<file path="src/rtl/cpu_pkg.sv">
// cpu_pkg: definitions shared across the pipeline front end.
// Holds the prefetch state encoding and the default word width / reset PC.
package cpu_pkg;

    localparam int WORD_W = 32;
    localparam logic [WORD_W-1:0] DEFAULT_RESET_PC = '0;

    // Prefetch sequencer states
    typedef enum logic [1:0] {
        IDLE = 2'd0,  // no request outstanding, queue full
        REQ  = 2'd1,  // live fetch outstanding, its data will be queued
        DROP = 2'd2   // stale fetch outstanding, its data will be thrown away
    } fq_state_t;

endpackage

</file>
<file path="src/rtl/fq_fifo.sv">
// fq_fifo: small synchronous FIFO for fetched {inst, pc+1} entries.
// DEPTH must be a power of two so the read/write pointers wrap naturally.
// clear empties the FIFO in one cycle and overrides push/pop.
module fq_fifo
    import cpu_pkg::*;
#(
    parameter int DEPTH = 4,
    parameter int DW    = 2 * WORD_W,
    parameter int CW    = $clog2(DEPTH) + 1
) (
    input  logic          clk,
    input  logic          rst,
    input  logic          push,
    input  logic          pop,
    input  logic          clear,
    input  logic [DW-1:0] din,
    output logic [DW-1:0] dout,
    output logic [CW-1:0] count
);

    localparam int AW = $clog2(DEPTH);

    logic [DW-1:0] mem [DEPTH];
    logic [AW-1:0] wr_ptr;
    logic [AW-1:0] rd_ptr;

    // Pointer and occupancy bookkeeping; clear wins over push/pop
    always_ff @(posedge clk or posedge rst) begin
        // NOTE: sequential state uses non-blocking assignments so every flop samples pre-edge values.
        if (rst) begin
            wr_ptr <= '0;
            rd_ptr <= '0;
            count  <= '0;
        end else if (clear) begin
            wr_ptr <= '0;
            rd_ptr <= '0;
            count  <= '0;
        end else begin
            if (push) wr_ptr <= wr_ptr + AW'(1);
            if (pop)  rd_ptr <= rd_ptr + AW'(1);
            count <= count + CW'(push) - CW'(pop);
        end
    end

    // Entry storage; contents only matter while count covers them
    always_ff @(posedge clk) begin
        // NOTE: the storage array is deliberately not reset; validity is tracked by count alone.
        if (push && !clear) mem[wr_ptr] <= din;
    end

    assign dout = mem[rd_ptr];

endmodule

</file>
<file path="src/rtl/fetch_queue.sv">
// fetch_queue: instruction prefetch queue between imem and decode.
// Issues one word-addressed fetch at a time over req/ack, queues {inst, pc+1}
// and presents the head to decode over valid/ready. A redirect flushes the
// queue and turns any in-flight fetch into a discarded one.
// Optional build macro FETCH_QUEUE_BYPASS_EN: an ack arriving while the queue
// is empty is forwarded to decode combinationally in the same cycle.
module fetch_queue
    import cpu_pkg::*;
#(
    parameter int             DEPTH    = 4,
    parameter int             W        = WORD_W,
    parameter logic [W-1:0]   RESET_PC = W'(DEFAULT_RESET_PC)
) (
    input  logic         clk,
    input  logic         rst,
    input  logic         redirect,
    input  logic [W-1:0] redirect_pc,
    output logic         imem_req,
    output logic [W-1:0] imem_addr,
    input  logic         imem_ack,
    input  logic [W-1:0] imem_data,
    output logic         out_valid,
    output logic [W-1:0] out_inst,
    output logic [W-1:0] out_pc4,
    input  logic         out_ready
);

    localparam int             CW         = $clog2(DEPTH) + 1;
    localparam logic [CW-1:0]  FULL_COUNT = CW'(DEPTH);

    fq_state_t      state;
    fq_state_t      state_next;
    logic [W-1:0]   fetch_pc;
    logic [W-1:0]   fetch_pc_next;
    logic [W-1:0]   addr_q;
    logic           req_q;
    logic [CW-1:0]  count;
    logic [CW-1:0]  count_after;
    logic [2*W-1:0] fifo_din;
    logic [2*W-1:0] fifo_dout;
    logic           fifo_empty;
    logic           accept;
    logic           byp_valid;
    logic           push;
    logic           pop;

    assign fifo_empty = (count == '0);

    // A returning word is kept only for a live fetch that is not being flushed
    assign accept = (state == REQ) && imem_ack && !redirect;

`ifdef FETCH_QUEUE_BYPASS_EN
    assign byp_valid = accept && fifo_empty;
`else
    assign byp_valid = 1'b0;
`endif

    // A word consumed straight off the bypass path never enters the FIFO
    assign pop         = !fifo_empty && out_ready && !redirect;
    assign push        = accept && !(byp_valid && out_ready);
    assign fifo_din    = {imem_data, addr_q + W'(1)};
    assign count_after = count + CW'(push) - CW'(pop);

    fq_fifo #(
        .DEPTH (DEPTH),
        .DW    (2 * W),
        .CW    (CW)
    ) u_fifo (
        .clk   (clk),
        .rst   (rst),
        .push  (push),
        .pop   (pop),
        .clear (redirect),
        .din   (fifo_din),
        .dout  (fifo_dout),
        .count (count)
    );

    // Present the FIFO head, or the returning word when bypassing an empty queue
    always_comb begin
        // NOTE: every output of a combinational block gets a default first so no latch is inferred.
        out_valid = 1'b0;
        out_inst  = '0;
        out_pc4   = '0;
        if (!fifo_empty) begin
            out_valid = 1'b1;
            out_inst  = fifo_dout[2*W-1:W];
            out_pc4   = fifo_dout[W-1:0];
        end else if (byp_valid) begin
            out_valid = 1'b1;
            out_inst  = imem_data;
            out_pc4   = addr_q + W'(1);
        end
    end

    // Next fetch state and fetch PC; redirect overrides everything else
    always_comb begin
        state_next    = state;
        fetch_pc_next = fetch_pc;
        if (state == REQ && imem_ack) fetch_pc_next = fetch_pc + W'(1);
        if (redirect) begin
            fetch_pc_next = redirect_pc;
            // An unfinished fetch must still be drained; otherwise restart at once
            if ((state == REQ || state == DROP) && !imem_ack) state_next = DROP;
            else                                               state_next = REQ;
        end else begin
            case (state)
                IDLE:    if (count_after < FULL_COUNT) state_next = REQ;
                REQ:     if (imem_ack) state_next = (count_after < FULL_COUNT) ? REQ : IDLE;
                DROP:    if (imem_ack) state_next = REQ;
                default: state_next = IDLE;
            endcase
        end
    end

    // Registered sequencer state and memory-side request; DROP holds the stale address
    always_ff @(posedge clk or posedge rst) begin
        if (rst) begin
            state    <= IDLE;
            fetch_pc <= RESET_PC;
            addr_q   <= RESET_PC;
            req_q    <= 1'b0;
        end else begin
            state    <= state_next;
            fetch_pc <= fetch_pc_next;
            if (state_next != DROP) addr_q <= fetch_pc_next;
            req_q    <= (state_next != IDLE);
        end
    end

    assign imem_req  = req_q;
    assign imem_addr = addr_q;

endmodule
</file>
<file path="config.mk">
export PLATFORM = sky130hd
export DESIGN_NAME = fetch_queue
export DESIGN_NICKNAME = d
export VERILOG_FILES = /design/src/rtl/cpu_pkg.sv /design/src/rtl/fq_fifo.sv /design/src/rtl/fetch_queue.sv
export SDC_FILE = /design/constraint.sdc
export NUM_CORES = 1
export LEC_CHECK = 0
export BUFFER_PORTS_ARGS = -buffer_cell sky130_fd_sc_hd__buf_2
export CORE_UTILIZATION = 58
export DETAILED_ROUTE_END_ITERATION = 10
export HOLD_SLACK_MARGIN = 0.12
export PLACE_DENSITY = 0.79
export SLEW_MARGIN = 20
export SYNTH_ARGS = -nofsm -noshare
export SYNTH_HDL_FRONTEND = slang
export SYNTH_HIERARCHICAL = 1
export SYNTH_SLANG_ARGS = --single-unit
</file>
<file path="constraint.sdc">
create_clock -name clk -period 3.82 [get_ports clk]
set_input_delay 0.191 -clock clk [delete_from_list [all_inputs] [get_ports clk]]
set_output_delay 0.191 -clock clk [all_outputs]
set_load 0.01 [all_outputs]
</file>
==> flow_summary.ini, run 1 <==
[clock_tree]
clkTransAtPathRegs_ns = 0.06
clock_latency_ns = 0.51
cts_tree = done
root_buffer = clkbuf_16
numCtsBuffers = 35
post_cts_buffers = 0
htree_num_levels = 2
cts.sinks = 330
cts-root-to-sink-buffers = 3

[sta]
worst_slack_ns = 0.292
setup-tns-final_ns = 0
clock.fmax_mhz = 283
drv_slew = 0
period_share_pct = 92.4
setup_viol_count_final = 0
skew_ns = 0.0189
period_needed_ns = 3.53
relSlewSlack_pct = 40.0
hold_ws_ns = 0.184
rsz0062_at_grt = false
hold_violations = 0
worst_pin_slew_ns = 0.901

[worst_setup_path]
critical-path-top-delay-family = simple AND/OR/NAND/NOR gates
rr_startpoint = u_fifo/count[1]
critical_path_arrival_ns = 3.93
critPathBufInv = 2
end_kind = flop
cp.required_ns = 4.22
crit_cells = 12
path_cells = or3_2, and3b_1, ha_1, inv_1, ha_1, and3b_1, nor2_1, xnor2_1, o31ai_1, o31ai_4, buf_12, mux2_2
reg2reg_depth = 12
slowest_stage = or3_2
crit_start = u_fifo/count[1]
worst_setup_path_start_kind = flop
crit_path_max_incr_delay_ns = 0.51
worstSetupPathType = flop to flop
crit_fanout = 32

[route]
finalWirelength_um = 28300
num_vias = 7879
drt-met1-wl_um = 12100
route.met3.wl_um = 1630
drtPass1Iterations = 4
top_layer_used = met4
drc = 0
met2WireLength_um = 14200
dr.first_iter.drc_count = 481
detail_route.wl_per_cell_um = 19.9
final_antenna_net_count = 0
routed_via_density = 5.54

[place]
routabilityCongestion = 0.817
port_buffers = 166
place_inst = 1294
post-dp-hpwl_um = 16900
dpl_worst_slack_ns = 0.290

[yosys]
postSynth.asyncResetShare_pct = 22.4
synth_cell_type_count = 45
synth_cells = 834
synth_area_leaders = edfxtp_1 55%, dfrtp_1 13%, mux4_2 10%, mux2_4 3.2%, and2_1 3.2%
synth_edf_count = 256
ys_ff_latch = 330
syn_area_sq_um = 14100
ys.flop_type = edfxtp_1
synth_top_area_share_pct = 54.6
syn_nets = 918
yosys_warnings = 6
synth_area_leader_cell = edfxtp_1
ys_seq_area_share_pct = 67.7
avgSynthCellArea_sq_um = 16.9

[finish]
nFillCells = 1434
final_layout_size_suffix_gt1_share_pct = 30.9
insertedDiodeCount = 0
area_delta_synth_final_pct = 21.5
fin_nets = 1161
finalNonFillerCells = 1422

[power]
powerDensity_nw_per_um2 = 616
p_leak_nw = 6.46
vdd_drop_max_uv = 429

[global_routing]
grt_max_degree = 77
grt_use_total_pct = 23.7
antenna_found_initial = 0
grt_pass1_wl_um = 43900
grt_pass1_vias = 8171
grt_overflow_total = 0

[hold_path]
hold_path.class = primary input to asynchronous set/reset pin

[die]
start_util_pct = 59.7
dieWidth_um = 158
row_count = 56
die_h_um = 158
die_area_sq_um = 24900
io_pins = 167
fp.coreArea_sq_um = 23600

[flow_run]
cap_violations = 0

[status]
outcome = completed
power by group:
part / internal [W] / leakage [nW] / switching [W] / total [W]
combinational: 0.00117 / 2.65 / 0.00131 / 0.00248
sequential: 0.00426 / 3.22 / 0.000319 / 0.00458
clock: 0.00216 / 0.589 / 0.00133 / 0.00349
total: 0.00759 / 6.46 / 0.00295 / 0.0105
cell usage in the layout, fill, tap and decap left out, types with 2 or more instances in the layout:
master	instances
and4_1	4
ha_1	14
or3_1	2
clkbuf_16	36
buf_2	166
bufinv_16	6
mux2_4	30
and2_1	67
o211ai_1	2
xor2_1	38
nand4_1	18
mux2_2	3
nand3_1	32
buf_12	7
xnor2_1	28
clkinv_1	4
inv_6	2
and3_1	14
inv_1	15
edfxtp_1	256
nor2_1	24
nand2_1	49
dlygate4sd3_1	65
dfrtp_1	72
o21ai_0	31
nor2b_1	2
nor3_1	4
clkbuf_1	6
clkinv_2	6
buf_4	5
mux4_2	64
nor4_1	2
and3b_1	2
mux2i_1	2
and2_2	4
state kept, by name, indices dropped and copies added (netlist names):
name	cells
u_fifo/mem	256
fetch_pc	32
imem_addr	32
u_fifo/count	3
state	2
u_fifo/rd_ptr	2
u_fifo/wr_ptr	2
imem_req	1
Yosys cell counts, drive strengths merged (2+ instances only):
cell type and instances:
edfxtp 256, dfrtp 74, and2 71, mux4 64
nand2 49, xor2 38, mux2 33, nand3 32
o21ai 32, xnor2 28, nor2 24, clkbuf 20
nand4 18, buf 17, inv 16, and3 14
ha 14, nor3 5, and4 4, nor4 3
or3 3, and3b 2, mux2i 2, nor2b 2
o211ai 2, o31ai 2
worst reg2reg max path, stage by stage (launching register included):
cell and delay [ns]:
dfrtp_1 0.46, or3_2 0.51, and3b_1 0.25, ha_1 0.21
inv_1 0.07, ha_1 0.23, and3b_1 0.19, nor2_1 0.12
xnor2_1 0.23, o31ai_1 0.20, o31ai_4 0.28, buf_12 0.28
mux2_2 0.40
final timing paths:
kind,endpoint,slack [ns]
max reg2reg,imem_addr[29],0.29
max,imem_addr[29],0.29
min reg2reg,imem_addr[24],0.58
min in group clk,state[0],0.19
max in group asynchronous,fetch_pc[9],2.53
min,u_fifo/count[1],0.18
layout make-up:
type,instances,area [sq um],area share [%]
Sequential cell,330,9540,55.8
Clock buffer,43,937,5.48
Timing Repair Buffer,243,1660,9.70
Inverter,16,60.1,0.351
Tap cell,319,399,2.33
Multi-Input combinational cell,451,4240,24.8
Clock inverter,20,267,1.56
layer usage:
layer | vias up | GRT usage (%)
met3 | 27 | 3.91
met1 | 3938 | 32.2
li1 | 3653 | -
met5 | - | 0
met2 | 261 | 40.0
met4 | 0 | 5.87
stage by stage:
step | utilization (%) | power [W] | area, sq um
floorplan | - | 0.00620 | 14100
global placement | 64.6 | 0.00702 | 15300
detailed placement | 64.6 | 0.00708 | 15300
CTS | 72.5 | 0.0106 | 17100
global route | 72.5 | 0.0110 | 17100
finish | 72.5 | 0.0105 | 17100
logic make-up after synthesis:
logic type               share of synthesized area [%]
multiplexers                                      13.8
AND/OR/NAND/NOR                                   8.77
XOR/XNOR                                          4.26
flip-flops                                        67.7
buffers and inverters                             2.20
adder cells (fa/ha/maj)                           1.39
AO/OA/AOI/OAI                                     1.85
repair_timing:
item | CTS | global route
hold buffers | 65 | 0
endpoints found under the hold margin | 232 | 0
resized for setup | 0 | 0
Note: power is estimated with default switching activity, not from simulation.
==> run 2: changes to the inputs <==
--- a/config.mk
+++ b/config.mk
@@ -6,10 +6,10 @@
 export NUM_CORES = 1
 export LEC_CHECK = 0
 export BUFFER_PORTS_ARGS = -buffer_cell sky130_fd_sc_hd__buf_2
-export CORE_UTILIZATION = 58
+export CORE_UTILIZATION = 59
 export DETAILED_ROUTE_END_ITERATION = 10
 export HOLD_SLACK_MARGIN = 0.12
-export PLACE_DENSITY = 0.79
+export PLACE_DENSITY_LB_ADDON = 0.2
 export SLEW_MARGIN = 20
 export SYNTH_ARGS = -nofsm -noshare
 export SYNTH_HDL_FRONTEND = slang
==> constraint.sdc (replaced) <==
create_clock -name clk -period 4.5 [get_ports clk]
set_input_delay 0.225 -clock clk [delete_from_list [all_inputs] [get_ports clk]]
set_output_delay 0.225 -clock clk [all_outputs]
set_load 0.01 [all_outputs]
==> run 2 against run 1 <==
Flip-flop and latch count unchanged. Die area is 1.7% lower. Worst hold slack got worse by 0.034 ns. Total power decreased by 18%. Routed wire length is 4.9% lower. Final cell count grew 0.14%. Critical path type unchanged. Largest cell class unchanged. Largest power group unchanged. Highest routed layer unchanged.
==> flow_summary.ini, run 2 (synthesis results as in run 1) <==
[status]
outcome = completed

[worst_setup_path]
worstSetupPathType = flop to flop
rr_startpoint = state[1]
worst_setup_path_start_kind = flop
ff2ff_setup_slack_ns = 0.70
crit_fanout = 32
crit_end = imem_addr[30]
cp.required_ns = 4.89
r2r-end = imem_addr[30]
end_kind = flop
reg2reg_depth = 15
crit_start = state[1]
critical_path_arrival_ns = 4.19

[power]
p_seq_share_pct = 44.9
swShare_pct = 28.2
power_switching_w = 0.00244
pwr-share-comb_pct = 23.6
p_leak_nw = 6.40
powerDensity_nw_per_um2 = 512
vdd_drop_max_uv = 374
clkPwrFrac_pct = 31.5
internal_power_w = 0.00622

[global_routing]
grt_pass1_vias = 8026
grt_pass1_wl_um = 42700
antenna_found_initial = 0
grt_overflow_total = 0
grt_max_degree = 66
grt_use_total_pct = 23.1

[clock_tree]
root_buffer = clkbuf_16
cts_resized = 0
htree_num_levels = 2
cts_tree = done
clkTransAtPathRegs_ns = 0.06
cts.sinks = 330
clock_latency_ns = 0.50
numCtsBuffers = 35
cts-root-to-sink-buffers = 3

[die]
row_count = 56
io_pins = 167
dieWidth_um = 157
start_util_pct = 60.0
die_h_um = 157
die_area_sq_um = 24500
fp.coreArea_sq_um = 23500

[place]
post-dp-hpwl_um = 16600
port_buffers = 166
dpl-instance-area_sq_um = 15200
routabilityCongestion = 0.828

[finish]
final_layout_size_suffix_gt1_share_pct = 30.9
layout_common_cells = 256 x edfxtp_1, 166 x buf_2, 72 x dfrtp_1
insertedDiodeCount = 0
area_delta_synth_final_pct = 20.2
regMostFlops = u_fifo/mem
largest_reg_flops = 256
fin_area_sq_um = 16900
nFillCells = 1482
layout_commonest_cell = edfxtp_1
fin_nets = 1163

[sta]
hold_violations = 0
setup-tns-final_ns = 0
period_share_pct = 84.4
worst_pin_slew_ns = 0.953
drv_slew = 0
skew_ns = 0.0117
clock.fmax_mhz = 263
period_needed_ns = 3.80
relSlewSlack_pct = 36.5
rsz0062_at_grt = false
setup_viol_count_final = 0

[route]
detail_route.wl_per_cell_um = 18.9
drc = 0
drtPass1Iterations = 5
final_antenna_net_count = 0
routed_via_density = 5.47
dr.first_iter.drc_count = 513
num_vias = 7790
finalWirelength_um = 26900

[flow_run]
cap_violations = 0

[hold_path]
hold_path.class = primary input to flop
-- run 2: changes by cell type in the layout (fill, tap and decap cells not counted), moves of 2 or more --
cell | before | now
bufinv_16 | 6 | 2
clkinv_2 | 6 | 10
clkbuf_1 | 6 | 8
buf_12 | 7 | 0
buf_4 | 5 | 14
inv_6 | 2 | 0
-- run 2: worst min-delay path by stage --
stage,start,end,depth (start not counted)
floorplan,rst,u_fifo/count[0],1
global placement,rst,u_fifo/wr_ptr[0],2
detailed placement,rst,u_fifo/wr_ptr[1],2
CTS,redirect,u_fifo/wr_ptr[1],2
global route,redirect,u_fifo/wr_ptr[0],2
finish,redirect,u_fifo/wr_ptr[1],2
-- run 2: metrics by stage --
| step | setup WS (ns) | cells | hold WS (ns) | util [%] | total power (W) |
|---|---|---|---|---|---|
| global route | 0.447 | 1424 | 0.172 | 72.1 | 0.00908 |
| floorplan | 1.06 | 834 | 0.0284 | - | 0.00526 |
| CTS | 0.686 | 1424 | 0.127 | 72.1 | 0.00876 |
| detailed placement | 0.744 | 1296 | 0.201 | 64.7 | 0.00597 |
| global placement | 0.847 | 1296 | 0.198 | 64.7 | 0.00593 |
| finish | 0.702 | 1424 | 0.150 | 72.1 | 0.00866 |
-- run 2: power groups by stage --
stage                     Sequential [W]  Combinational [W]  Clock [W]
after global placement           0.00394            0.00199          0
final                            0.00389            0.00205    0.00273
after detailed placement         0.00395            0.00203          0
after global routing             0.00392            0.00225    0.00291
after floorplan                  0.00388            0.00138          0
after CTS                        0.00389            0.00208    0.00279
-- run 2: cell type report --
cell class,count,area (sq um),area share [%]
inverter,16,60.1,0.355
tap,319,399,2.36
clock inverter,17,133,0.783
timing repair buffer,245,1590,9.37
sequential,330,9540,56.4
clock buffer,46,970,5.73
multi-input combinational,451,4240,25.0
-- run 2: metal layers --
metal | GRT usage [%] | vias up | part of all wire [%]
met5 | 0 | - | 0
met4 | 5.37 | 0 | 1.3
met3 | 3.79 | 25 | 5.7
met2 | 38.3 | 247 | 49
met1 | 32.3 | 3869 | 44
li1 | - | 3649 | -
-- run 2: worst max-delay path, cell delays in order (launching register included) --
cell     delay (ns)
dfrtp_1        0.43
inv_1          0.10
ha_1           0.24
nand2_1        0.15
nor2_1         0.30
inv_1          0.08
ha_1           0.19
inv_1          0.05
ha_1           0.21
and3b_1        0.19
nor2_1         0.13
xnor2_1        0.25
o31ai_1        0.19
o31ai_4        0.23
buf_4          0.52
mux2_2         0.40
-- run 2: repair_timing --
| action | in CTS | in global routing |
|---|---|---|
| setup buffers | 0 | 0 |
| endpoints found under the hold margin | 197 | 0 |
| hold buffers | 65 | 0 |
